==> config.mk <==
export PLATFORM = sky130hd
export DESIGN_NAME = btf_stage_ctrl
export DESIGN_NICKNAME = d
export VERILOG_FILES = /design/src/rtl/ntt_ctrl_pkg.sv /design/src/rtl/shiftreg.sv /design/src/rtl/btf_stage_ctrl.sv
export SDC_FILE = /design/constraint.sdc
export NUM_CORES = 1
export LEC_CHECK = 0
export ABC_AREA = 1
export CAP_MARGIN = 20
export CORE_AREA = 3 3 48 50
export CTS_BUF_LIST = sky130_fd_sc_hd__clkbuf_2 sky130_fd_sc_hd__clkbuf_4 sky130_fd_sc_hd__clkbuf_8
export DETAILED_ROUTE_END_ITERATION = 6
export DIE_AREA = 0 0 51 53
export PLACE_DENSITY = 0.74
export SYNTH_ARGS = -nofsm -noshare
export SYNTH_HDL_FRONTEND = slang
export SYNTH_SLANG_ARGS = --single-unit
==> constraint.sdc <==
create_clock -name clk -period 1.3 [get_ports clk]
set_input_delay 0.26 -clock clk [delete_from_list [all_inputs] [get_ports clk]]
set_output_delay 0.26 -clock clk [all_outputs]
set_load 0.02 [all_outputs]
==> src/rtl/ntt_ctrl_pkg.sv <==
// Shared NTT pipeline control types: stage FSM encoding and transform geometry helpers.
// Pure declarations, no logic; imported by every stage controller.
package ntt_ctrl_pkg;

   typedef enum logic [1:0] {
      ST_IDLE  = 2'd0,
      ST_RUN   = 2'd1,
      ST_DRAIN = 2'd2
   } ctrl_state_t;

   // Transform length N = 2^logn.
   function automatic int calc_n(input int logn);
      return 1 << logn;
   endfunction

   // SDF feedback delay D = 2^(logn-1-stage).
   function automatic int calc_d(input int logn, input int stage);
      return 1 << (logn - 1 - stage);
   endfunction

endpackage

==> src/rtl/shiftreg.sv <==
// Enable-gated delay line, DEPTH cycles (shifts) deep, W bits wide.
// Shifts only when en is high; contents hold otherwise.
module shiftreg #(
   parameter int W     = 1,
   parameter int DEPTH = 4
) (
   input  logic         clk,
   input  logic         rst,
   input  logic         en,
   input  logic [W-1:0] d,
   output logic [W-1:0] q
);

   logic [W-1:0] pipe [DEPTH];

   always_ff @(posedge clk or posedge rst) begin
      if (rst) begin
         for (int i = 0; i < DEPTH; i++) pipe[i] <= '0;
      end else if (en) begin
         pipe[0] <= d;
         for (int i = 1; i < DEPTH; i++) pipe[i] <= pipe[i-1];
      end
   end

   assign q = pipe[DEPTH-1];

endmodule

==> src/rtl/btf_stage_ctrl.sv <==
// SDF butterfly stage controller: fill/butterfly select, twiddle address, FIFO write, out_valid after BTF_LAT.
// Define BTF_CTRL_STALL_EN to let in_valid gaps stall cnt and the valid pipe; otherwise the stream is contiguous.
module btf_stage_ctrl
   import ntt_ctrl_pkg::*;
#(
   parameter int LOGN    = 4,
   parameter int STAGE   = 0,
   parameter int BTF_LAT = 4
) (
   input  logic            clk,
   input  logic            rst,
   input  logic            start,
   input  logic            intt,
   input  logic            in_valid,
   output logic            in_ready,
   output logic            btf_sel,
   output logic            fifo_we,
   output logic [LOGN-1:0] tw_addr,
   output logic            out_valid,
   output logic            busy,
   output logic            done
);

   localparam int N         = calc_n(LOGN);
   localparam int D         = calc_d(LOGN, STAGE);
   localparam int DRAIN_LEN = D + BTF_LAT;
   localparam int DW        = $clog2(DRAIN_LEN + 1);
   localparam int LB        = LOGN - 1;

   ctrl_state_t     state;
   logic [LOGN-1:0] cnt;
   logic [DW-1:0]   dcnt;
   logic            intt_q;
   logic            done_q;

   logic            in_run, in_drain, acc, adv, sr_en, sr_d, sr_q;
   logic [LB-1:0]   cnt_mod, tw_low;

   assign in_run   = (state == ST_RUN);
   assign in_drain = (state == ST_DRAIN);
   assign acc      = in_valid & in_run;

`ifdef BTF_CTRL_STALL_EN
   assign adv   = acc;
   assign sr_en = acc | in_drain;
`else
   assign adv   = in_run;
   assign sr_en = 1'b1;
`endif

   // The first D fill slots have nothing in the FIFO to emit; the last D come out during drain.
   assign sr_d = (adv & (cnt >= LOGN'(D))) | (in_drain & (dcnt < DW'(D)));

   shiftreg #(.W(1), .DEPTH(BTF_LAT)) u_vpipe (
      .clk (clk),
      .rst (rst),
      .en  (sr_en),
      .d   (sr_d),
      .q   (sr_q)
   );

   always_ff @(posedge clk or posedge rst) begin
      if (rst) begin
         state  <= ST_IDLE;
         cnt    <= '0;
         dcnt   <= '0;
         intt_q <= 1'b0;
         done_q <= 1'b0;
      end else begin
         done_q <= 1'b0;
         case (state)
            ST_IDLE: begin
               // done_q high means this is the completion cycle; a start here is ignored.
               if (start && !done_q) begin
                  state  <= ST_RUN;
                  intt_q <= intt;
                  cnt    <= '0;
               end
            end
            ST_RUN: begin
               if (adv) begin
                  cnt <= cnt + 1'b1;
                  if (cnt == LOGN'(N - 1)) begin
                     state <= ST_DRAIN;
                     dcnt  <= '0;
                  end
               end
            end
            ST_DRAIN: begin
               if (dcnt == DW'(DRAIN_LEN - 1)) begin
                  state  <= ST_IDLE;
                  done_q <= 1'b1;
               end else begin
                  dcnt <= dcnt + 1'b1;
               end
            end
            default: state <= ST_IDLE;
         endcase
      end
   end

   assign cnt_mod   = cnt[LB-1:0] & LB'(D - 1);
   assign tw_low    = cnt_mod << STAGE;
   assign tw_addr   = {intt_q, tw_low};
   assign btf_sel   = in_run & cnt[LOGN-1-STAGE];
   assign in_ready  = in_run;
   assign fifo_we   = acc | in_drain;
   assign out_valid = sr_q & sr_en;
   assign busy      = in_run | in_drain;
   assign done      = done_q;

endmodule

# [After elaboration in Yosys (flattened, before gate mapping)]
# Cells that the tools add are included.
# W data, S select, Z words.
[op_classes] addsub=2 multipliers=0 div_mod_pow=0 magnitude_cmp=2 n_eq_ne=8 shifts=0 muxes=11 n_bitwise=7 reduce_logical=9
[op_table] cell="$pmux W4 S2" count=2
[op_table] cell="$mux W4" count=3
[op_table] cell="$add A4 B1 Y4 const B" count=2
[op_table] cell="$eq A4 B4 Y1 const B" count=2
[op_table] cell="$mux W2" count=3
[op_table] cell="$pmux W2 S3" count=1
[op_table] cell="$reduce_and A3 Y1" count=2
[op_table] cell="$and A1 B1 Y1" count=4
[op_table] cell="$ge A4 B4 Y1 const B" count=1
[op_table] cell="$lt A4 B4 Y1 const B" count=1
[op_table] cell="$ne A2 B1 Y1 const B" count=2
[op_table] cell="$ne A2 B2 Y1 const B" count=2
[op_table] cell="$reduce_and A2 Y1" count=2
[op_table] cell="$reduce_bool A2 Y1" count=2
[op_table] cell="$or A1 B1 Y1" count=3
[op_table] cell="$eq A2 B1 Y1 const B" count=1
[op_table] cell="$eq A2 B2 Y1 const B" count=1
[op_table] cell="$logic_not A2 Y1" count=1
[op_table] cell="$mux W1" count=2
[op_table] cell="$logic_and A1 B1 Y1" count=1
[op_table] cell="$logic_not A1 Y1" count=1
[word_totals] ff_bits=16 latchBits=0 ramBits=0 mem_bits_ro=0 input_bits=5 output_inout_bits=10 wordCells=48 n_memories=0

# [Longest topological paths before layout]
# Gate-level depths: netlist of the first run.
[depth] depth_word=4 mapped_depth=9

# [Modules after synthesis]
# Synthesis of the first run repeated with hierarchy kept, for this count alone.
[unflattened] hier_cells=120 area_unflattened_um2=969.7
[by_module_without_submodules] mod="btf_stage_ctrl" instances=1 cells_per_inst=102 area_per_inst_um2=817.0 seq_area_each_um2=300.3
[by_module_without_submodules] mod="shiftreg" instances=1 cells_per_inst=18 area_per_inst_um2=152.6 seq_area_each_um2=100.1

# [Worst setup path before layout of the first run]
# Ideal clock, no wire load.
[synth_timing] path_type="flip-flop to flip-flop" from="register state[1]" to="register cnt[3]" setup_time_ns=0.121 t_arrival_ns=1.281 required_time_ns=1.179 path_slack_ns=-0.102 path_stages_with_launch=9 n_path_buf=1 synth_period_minus_slack_ns=1.402 path_cell_list="dfrtp_1 -> inv_1 -> ha_1 -> buf_6 -> inv_2 -> o21ai_4 -> inv_2 -> nand2_1 -> o21ai_1"
[synth_via] elab_chain_len=3 elab_cells_between_ends=6 classes_between="2 x eq/ne; 1 x mux; 3 x reduce/logical"
[synth_lines] item="start, declared" line="btf_stage_ctrl.sv:30" text="ctrl_state_t state;"
[synth_lines] item="start signal, assigned" line="btf_stage_ctrl.sv:64" text="state <= ST_IDLE;"
[synth_lines] item="start signal, assigned" line="btf_stage_ctrl.sv:75" text="state <= ST_RUN;"
[synth_lines] item="start signal, assigned" line="btf_stage_ctrl.sv:84" text="state <= ST_DRAIN;"
[synth_lines] item="$eq A2 B1 Y1 (*)" line="btf_stage_ctrl.sv:39" text="assign in_run = (state == ST_RUN);"
[synth_lines] item="net in_ready" line="btf_stage_ctrl.sv:15" text="output logic in_ready,"
[synth_lines] item="$reduce_bool A2 Y1 (no line)"
[synth_lines] item="$reduce_and A2 Y1 (no line)"
[synth_lines] item="end signal, assigned" line="btf_stage_ctrl.sv:82" text="cnt <= cnt + 1'b1;"
[synth_lines] item="end, declared" line="btf_stage_ctrl.sv:31" text="logic [LOGN-1:0] cnt;"
# The timed path passes the listed nets; every way through them passes the cells marked *.
# A chain may end at the register's enable or synchronous reset.

# [Final worst setup path of the first run]
[layout_timing] from="register state[1]" to="output port fifo_we"
[layout_via] elab_chain_len=3 elab_cells_between_ends=4 classes_between="2 x eq/ne; 2 x bitwise"
[layout_lines] item="$eq A2 B1 Y1" line="btf_stage_ctrl.sv:39"
[layout_lines] item="$and A1 B1 Y1" line="btf_stage_ctrl.sv:41" text="assign acc = in_valid & in_run;"
[layout_lines] item="$or A1 B1 Y1 (*)" line="btf_stage_ctrl.sv:107" text="assign fifo_we = acc | in_drain;"
[layout_lines] item="end, declared" line="btf_stage_ctrl.sv:17" text="output logic fifo_we,"
# Mark *: on every way between the ends. The rest lies on a longest branch, timed or not.

==> results.yml, run 1 <==
global_route:
  grt_max_degree: 17
  antenna_found_initial: 0
  grt.total_usage_pct: 15.70
  grt_overflow: 0
  grt_pass1_vias: 745
  grt_pass1_wl_mm: 3.139
sta:
  setup_viol: 14
  hold_viol_final: 0
  period_share_pct: 113.2
  worst_slack_ns: -0.1721
  slew_violations: 0
  finalSetupTns_ns: -1.598
  fmax_mhz: 679.3
  fin_hold_ws_ns: 0.2692
  relSlewSlack_pct: 84.17
  worst_pin_slew_ns: 0.2368
  min_period_ns: 1.472
  grt_setup_unrepaired: "true"
  finClkSkew_ns: 0.008842
worst_setup_path:
  start_kind: "flop"
  path_class: "reg -> out"
  critPathMaxFanout: 2
  regToRegSetupSlack_ns: -0.13
  arrival_ns: 1.21
  crit_chain: "buf_4, ha_4, inv_2, nand2_2, buf_6"
  reg2reg_from: "state[1]"
  r2r-end: "cnt[3]"
  setup.worst_path.end: "fifo_we"
  rr_worst_depth: 9
  slowest_delay_ns: 0.40
  cp_slowest_cell: "dfrtp_1"
  startpoint: "state[1]"
  endpoint_kind: "output port"
  cp_data_required_time_ns: 1.04
run:
  maxCapViolations: 0
placement:
  port_buffers: 14
  gp_congestion: 0.7437
  dpl_cell_area_um2: 1169
  dpl.hpwl_mm: 1.391
  dp.cells: 154
logic_synthesis:
  postSynthCellCount: 105
  synth.avg_cell_area_um2: 8.818
  syn-cell-area_um2: 925.9
  synth_seq_area_share_pct: 43.24
  synth_seq_cells: 16
  synth_top_area_share_pct: 43.24
  ys_top_cells_by_area: "dfrtp_1 43%, nand2_1 12%, ha_1 9.5%"
  yosysWarnings: 0
  syn_nets: 117
  synth.distinct_cells: 20
  synth_top_area_cell: "dfrtp_1"
finish:
  multiInputGateArea_um2: 554.3
  area_delta_synth_final_pct: 48.38
  diodes: 0
  final_common_cell: "nand2_1"
  final_area_um2: 1374
  instances_no_fill: 162
  final_nets: 148
  regArea_um2: 400.4
  final_cell_mix: "19 x nand2_1, 16 x dfrtp_1, 15 x buf_4, 11 x nand2_2, 9 x inv_1"
  layout-drive-gt1-share_pct: 42.22
  fillCellCount: 157
power_and_ir_drop:
  comb_power_share_pct: 65.2
  p_leak_nw: 0.6882
  seqPwrFrac_pct: 23.7
  p_int_mw: 1.689
  swShare_pct: 43.83
  ir_drop_mv: 1.431
  pwr-share-clk_pct: 11.0
  powerDensity_nw_per_um2: 2189
  p_sw_mw: 1.318
  power.total_mw: 3.007
route:
  routed_wl_mm: 2.135
  dr.pass1.iters: 5
  ant_nets: 0
  post_drt_wl_per_cell_um: 13.18
  routed_via_density: 4.802
  drc: 0
  drt_iter0_drc: 16
  vias: 778
status:
  violations: "negative setup slack"
  status: "finished with violations"
hold_path:
  hp-class: "in -> async"
floorplanning:
  num_rows: 16
  core_area_um2: 1942
  die_x_um: 51
  dieArea_um2: 2703
  dieHeight_um: 53
  initial_core_util_pct: 47.68
  io_pins: 15
cts:
  clk_latency_ns: 0.29
  root_buffer: "clkbuf_4"
  clk_path_buf_depth: 2
  worst_setup_hold_path_clk_slew_ns: 0.10
  htreeDepth: 1
  clkSinkCount: 16
  cts_buffers: 3
  cts_tree: "done"
[state kept, by name, indices dropped and copies added (netlist names)]
name / count
cnt: 4
dcnt: 4
u_vpipe.pipe: 3
state: 2
done: 1
intt_q: 1
u_vpipe.q: 1
[cell families after synthesis]
family	Yosys count	synth area share, %
AOI/OAI and AO/OA	6	4.460
xor gates and xnor gates	2	1.892
buffers and inverters	21	10.95
adders and majority gates	7	9.459
DFF	16	43.24
and+or+nand+nor	53	30.00
[worst min path at each step]
stage	slack [ns]	from	cells after the start	endpoint
after floorplan	0.17	rst	1	cnt[0]
after global placement	0.33	u_vpipe.pipe[2]	0	u_vpipe.pipe[1]
after detailed placement	0.34	u_vpipe.pipe[2]	0	u_vpipe.pipe[1]
after CTS	0.28	rst	3	u_vpipe.q
after global routing	0.29	rst	3	dcnt[2]
final	0.27	rst	3	dcnt[2]
[critical path, delay by kind of cell, from the launching register on]
family        cells  cell delay (ns)
fa+ha+maj         1             0.16
flops             1             0.40
buf+inv           3             0.33
simple gates      1             0.05
[repair_timing]
item / 4_1_cts / 5_1_grt
buffers inserted: 0 / 4
hold buffers: 0 / 0
gates resized for setup: 29 / 38
endpoints found under the setup margin: 19 / 17
pin swaps: 1 / 8
[cell usage after synthesis]
master   count
buf_4        4
buf_6        1
dfrtp_1     16
ha_1         7
inv_1       12
inv_2        4
nand2_1     30
nand2_2      1
nand2_4      2
nand3_1      8
nand3_2      3
nand4_1      3
nand4_2      1
nor2_1       4
nor2_8       1
o21ai_0      4
o21ai_1      1
o21ai_4      1
xnor2_1      1
xor2_1       1
[stage by stage]
| stage | utilization (%) | worst slack (ns) |
|---|---|---|
| floorplan | - | 0.01605 |
| global placement | 60.18 | -0.3629 |
| CTS | 61.40 | -0.2078 |
| detailed placement | 60.18 | -0.3686 |
| finish | 70.75 | -0.1721 |
| global route | 70.75 | -0.2453 |
[per-layer routing]
| metal | track usage (%) | wire [um] |
|---|---|---|
| met5 | 0 | 0 |
| met2 | 28.97 | 1262 |
| met4 | 6.278 | 12 |
| met1 | 17.37 | 804 |
| met3 | 3.380 | 56 |
[power groups by stage]
stage | logic, mW | clock network [mW] | registers (mW)
floorplan | 0.946 | 0 | 0.748
global placement | 1.41 | 0 | 0.709
detailed placement | 1.46 | 0 | 0.720
CTS | 1.40 | 0.336 | 0.715
global route | 2.13 | 0.358 | 0.730
finish | 1.96 | 0.332 | 0.714
[layout make-up]
| cell class | instances | share of cell area (%) |
|---|---|---|
| flip-flops and latches | 16 | 29.14 |
| well taps | 27 | 2.459 |
| multi-input cells | 68 | 40.35 |
| clock buffers | 4 | 2.641 |
| inverters | 16 | 5.100 |
| repair buffers | 31 | 20.31 |
Power figures use the tool's default switching activity.
==> run 2, diff against run 1 <==
--- a/config.mk
+++ b/config.mk
@@ -12,6 +12,7 @@
 export DETAILED_ROUTE_END_ITERATION = 6
 export DIE_AREA = 0 0 51 53
 export PLACE_DENSITY = 0.74
+export SLEW_MARGIN = 10
 export SYNTH_ARGS = -nofsm -noshare
 export SYNTH_HDL_FRONTEND = slang
 export SYNTH_SLANG_ARGS = --single-unit
==> results of run 2 <==
The final DEF is identical to that of run 1; final timing and power are the same.
==> RTL edit: new RTL, settings of run 1 <==
Encoding of `ctrl_state_t`: now one-hot (3 bits for 3 states).
--- a/src/rtl/ntt_ctrl_pkg.sv
+++ b/src/rtl/ntt_ctrl_pkg.sv
@@ -4,6 +4,6 @@
 
-   typedef enum logic [1:0] {
-      ST_IDLE  = 2'd0,
-      ST_RUN   = 2'd1,
-      ST_DRAIN = 2'd2
+   typedef enum logic [2:0] {
+      ST_IDLE  = 3'b001,
+      ST_RUN   = 3'b010,
+      ST_DRAIN = 3'b100
    } ctrl_state_t;
Behaviour: same outputs for any inputs over 10 cycles, from zero or initial values and one cycle with rst high; not proved beyond that.
==> RTL edit against run 1 <==
- the run still ends with negative setup slack left
- synthesized area fell by 5.8%
- clock power fell by 14%
- worst setup slack got worse by 0.078 ns
- routed wire length shrank 4.2%
- sequential cell count rose by 1
- power shrank 23%
- design area decreased by 6.6%
- final cell count rose by 3.1%
- largest cell class is now flip-flops and latches
- largest power group unchanged
- highest routed layer unchanged
==> RTL edit: results (changes against run 1) <==
metric,value,unit,change
reg_to_reg_end,dcnt[0],,was cnt[3]
postPlaceCellArea,1140,um2,was 1170 um2
route.final.wire_length,2050,um,was 2140 um
fillerInstances,169,,was 157
net-switching-power,0.952,mW,was 1.32 mW
post_drt_via_cell_ratio,4.56,,was 4.80
sequential_element_share_of_the_synthesized_area,48.9,%,was 43.2%
wire_length_of_the_first_global_routing_pass,3370,um,was 3140 um
outcome,"complete, but fails checks",,unchanged
finalHoldWorstSlack,0.171,ns,was 0.269 ns
post_synth_num_cell_types,18,,was 20
worst_margin_pin_slew,0.235,ns,was 0.237 ns
leakage_power,0.676,nW,was 0.688 nW
ys_top_cells_by_count,"sky130_fd_sc_hd__nand2_1 (26), sky130_fd_sc_hd__inv_1 (18), sky130_fd_sc_hd__dfrtp_1 (16), sky130_fd_sc_hd__nand3_1 (12), sky130_fd_sc_hd__nor2_1 (7)",,"was sky130_fd_sc_hd__nand2_1 (30), sky130_fd_sc_hd__dfrtp_1 (16), sky130_fd_sc_hd__inv_1 (12), sky130_fd_sc_hd__nand3_1 (8), sky130_fd_sc_hd__ha_1 (7)"
crit_fanout,4,,was 2
critical_path_arrival,1.29,ns,was 1.21 ns
drive_above_1_share,44.3,%,was 42.2%
final.setup.worst_slack,-0.250,ns,was -0.172 ns
final.setup_skew,0.00117,ns,was 0.00884 ns
cp_slowest_stage_delay,0.56,ns,was 0.40 ns
setup_total_negative_slack,-1.14,ns,was -1.60 ns
r2r_setup_slack,-0.08,ns,was -0.13 ns
drt_pass1_iterations,3,,was 5
gp_congestion,0.793,,was 0.744
regToRegStartpoint,state[0],,was state[1]
num-nets-final,149,,was 148
via_count_of_the_first_global_routing_pass,796,,was 745
syn_nets,111,,was 117
final_cell_area,1280,um2,was 1370 um2
synth_area_leaders,"sky130_fd_sc_hd__dfrtp_1 (46%), sky130_fd_sc_hd__nand2_1 (11%), sky130_fd_sc_hd__inv_1 (7.7%)",,"was sky130_fd_sc_hd__dfrtp_1 (43%), sky130_fd_sc_hd__nand2_1 (12%), sky130_fd_sc_hd__ha_1 (9.5%)"
violations,negative setup slack,,unchanged
setup_violations,14,,unchanged
slowest_stage,sky130_fd_sc_hd__dfstp_2,,was sky130_fd_sc_hd__dfrtp_1
## RTL edit: changes by cell type after synthesis, sizes merged, moves of 2 or more
cell,before,now
nand2,33,27
nor2,5,10
ha,7,3
nand4,4,0
nand3,11,14
inv,16,18
## RTL edit: cell families (layout without fill, tap and decap cells)
logic type / count (synthesis) / count (layout) / synth area share, %
xor+xnor: 2 / 2 / 2.01
flops: 17 / 17 / 48.9
fa+ha+maj: 3 / 3 / 4.30
simple gates: 52 / 52 / 28.7
compound gates: 6 / 6 / 3.59
buf+inv: 23 / 60 / 12.5
## RTL edit: repair_timing
item / CTS / global route
endpoints found under the setup margin: 16 / 20
buffers inserted: 4 / 4
resized for setup: 41 / 22
cloned: 0 / 0
pin swaps: 8 / 8
## RTL edit: metal layers
| metal | share of wire (%) | vias up | GRT usage, % |
|---|---|---|---|
| met5 | 0 | - | 0 |
| met4 | 0.39 | 0 | 9.42 |
| met3 | 1.7 | 2 | 3.66 |
| met2 | 58 | 7 | 32.4 |
| met1 | 39 | 365 | 18.3 |
| li1 | - | 387 | - |
## RTL edit: per-stage QoR
stage	cells	setup slack, ns	utilization (%)
6_report	167	-0.250	66.1
5_1_grt	167	-0.319	66.1
4_1_cts	164	-0.256	62.9
3_5_place_dp	157	-0.382	58.7
3_3_place_gp	157	-0.362	58.7
2_1_floorplan	103	0.0217	-
## RTL edit: area by class of cell
class	count	area [um2]	area share, %
inverter	18	70.1	5.46
multi-input combinational	63	413	32.2
clock buffer	3	22.5	1.75
sequential	17	427	33.2
timing repair buffer	38	310	24.2
clock inverter	1	7.51	0.585
tap	27	33.8	2.63
## RTL edit: critical path, delay by kind of cell (launching register included)
family                 cells  cell delay (ns)
DFF                        1             0.56
and+or+nand+nor            3             0.21
buffers and inverters      3             0.22
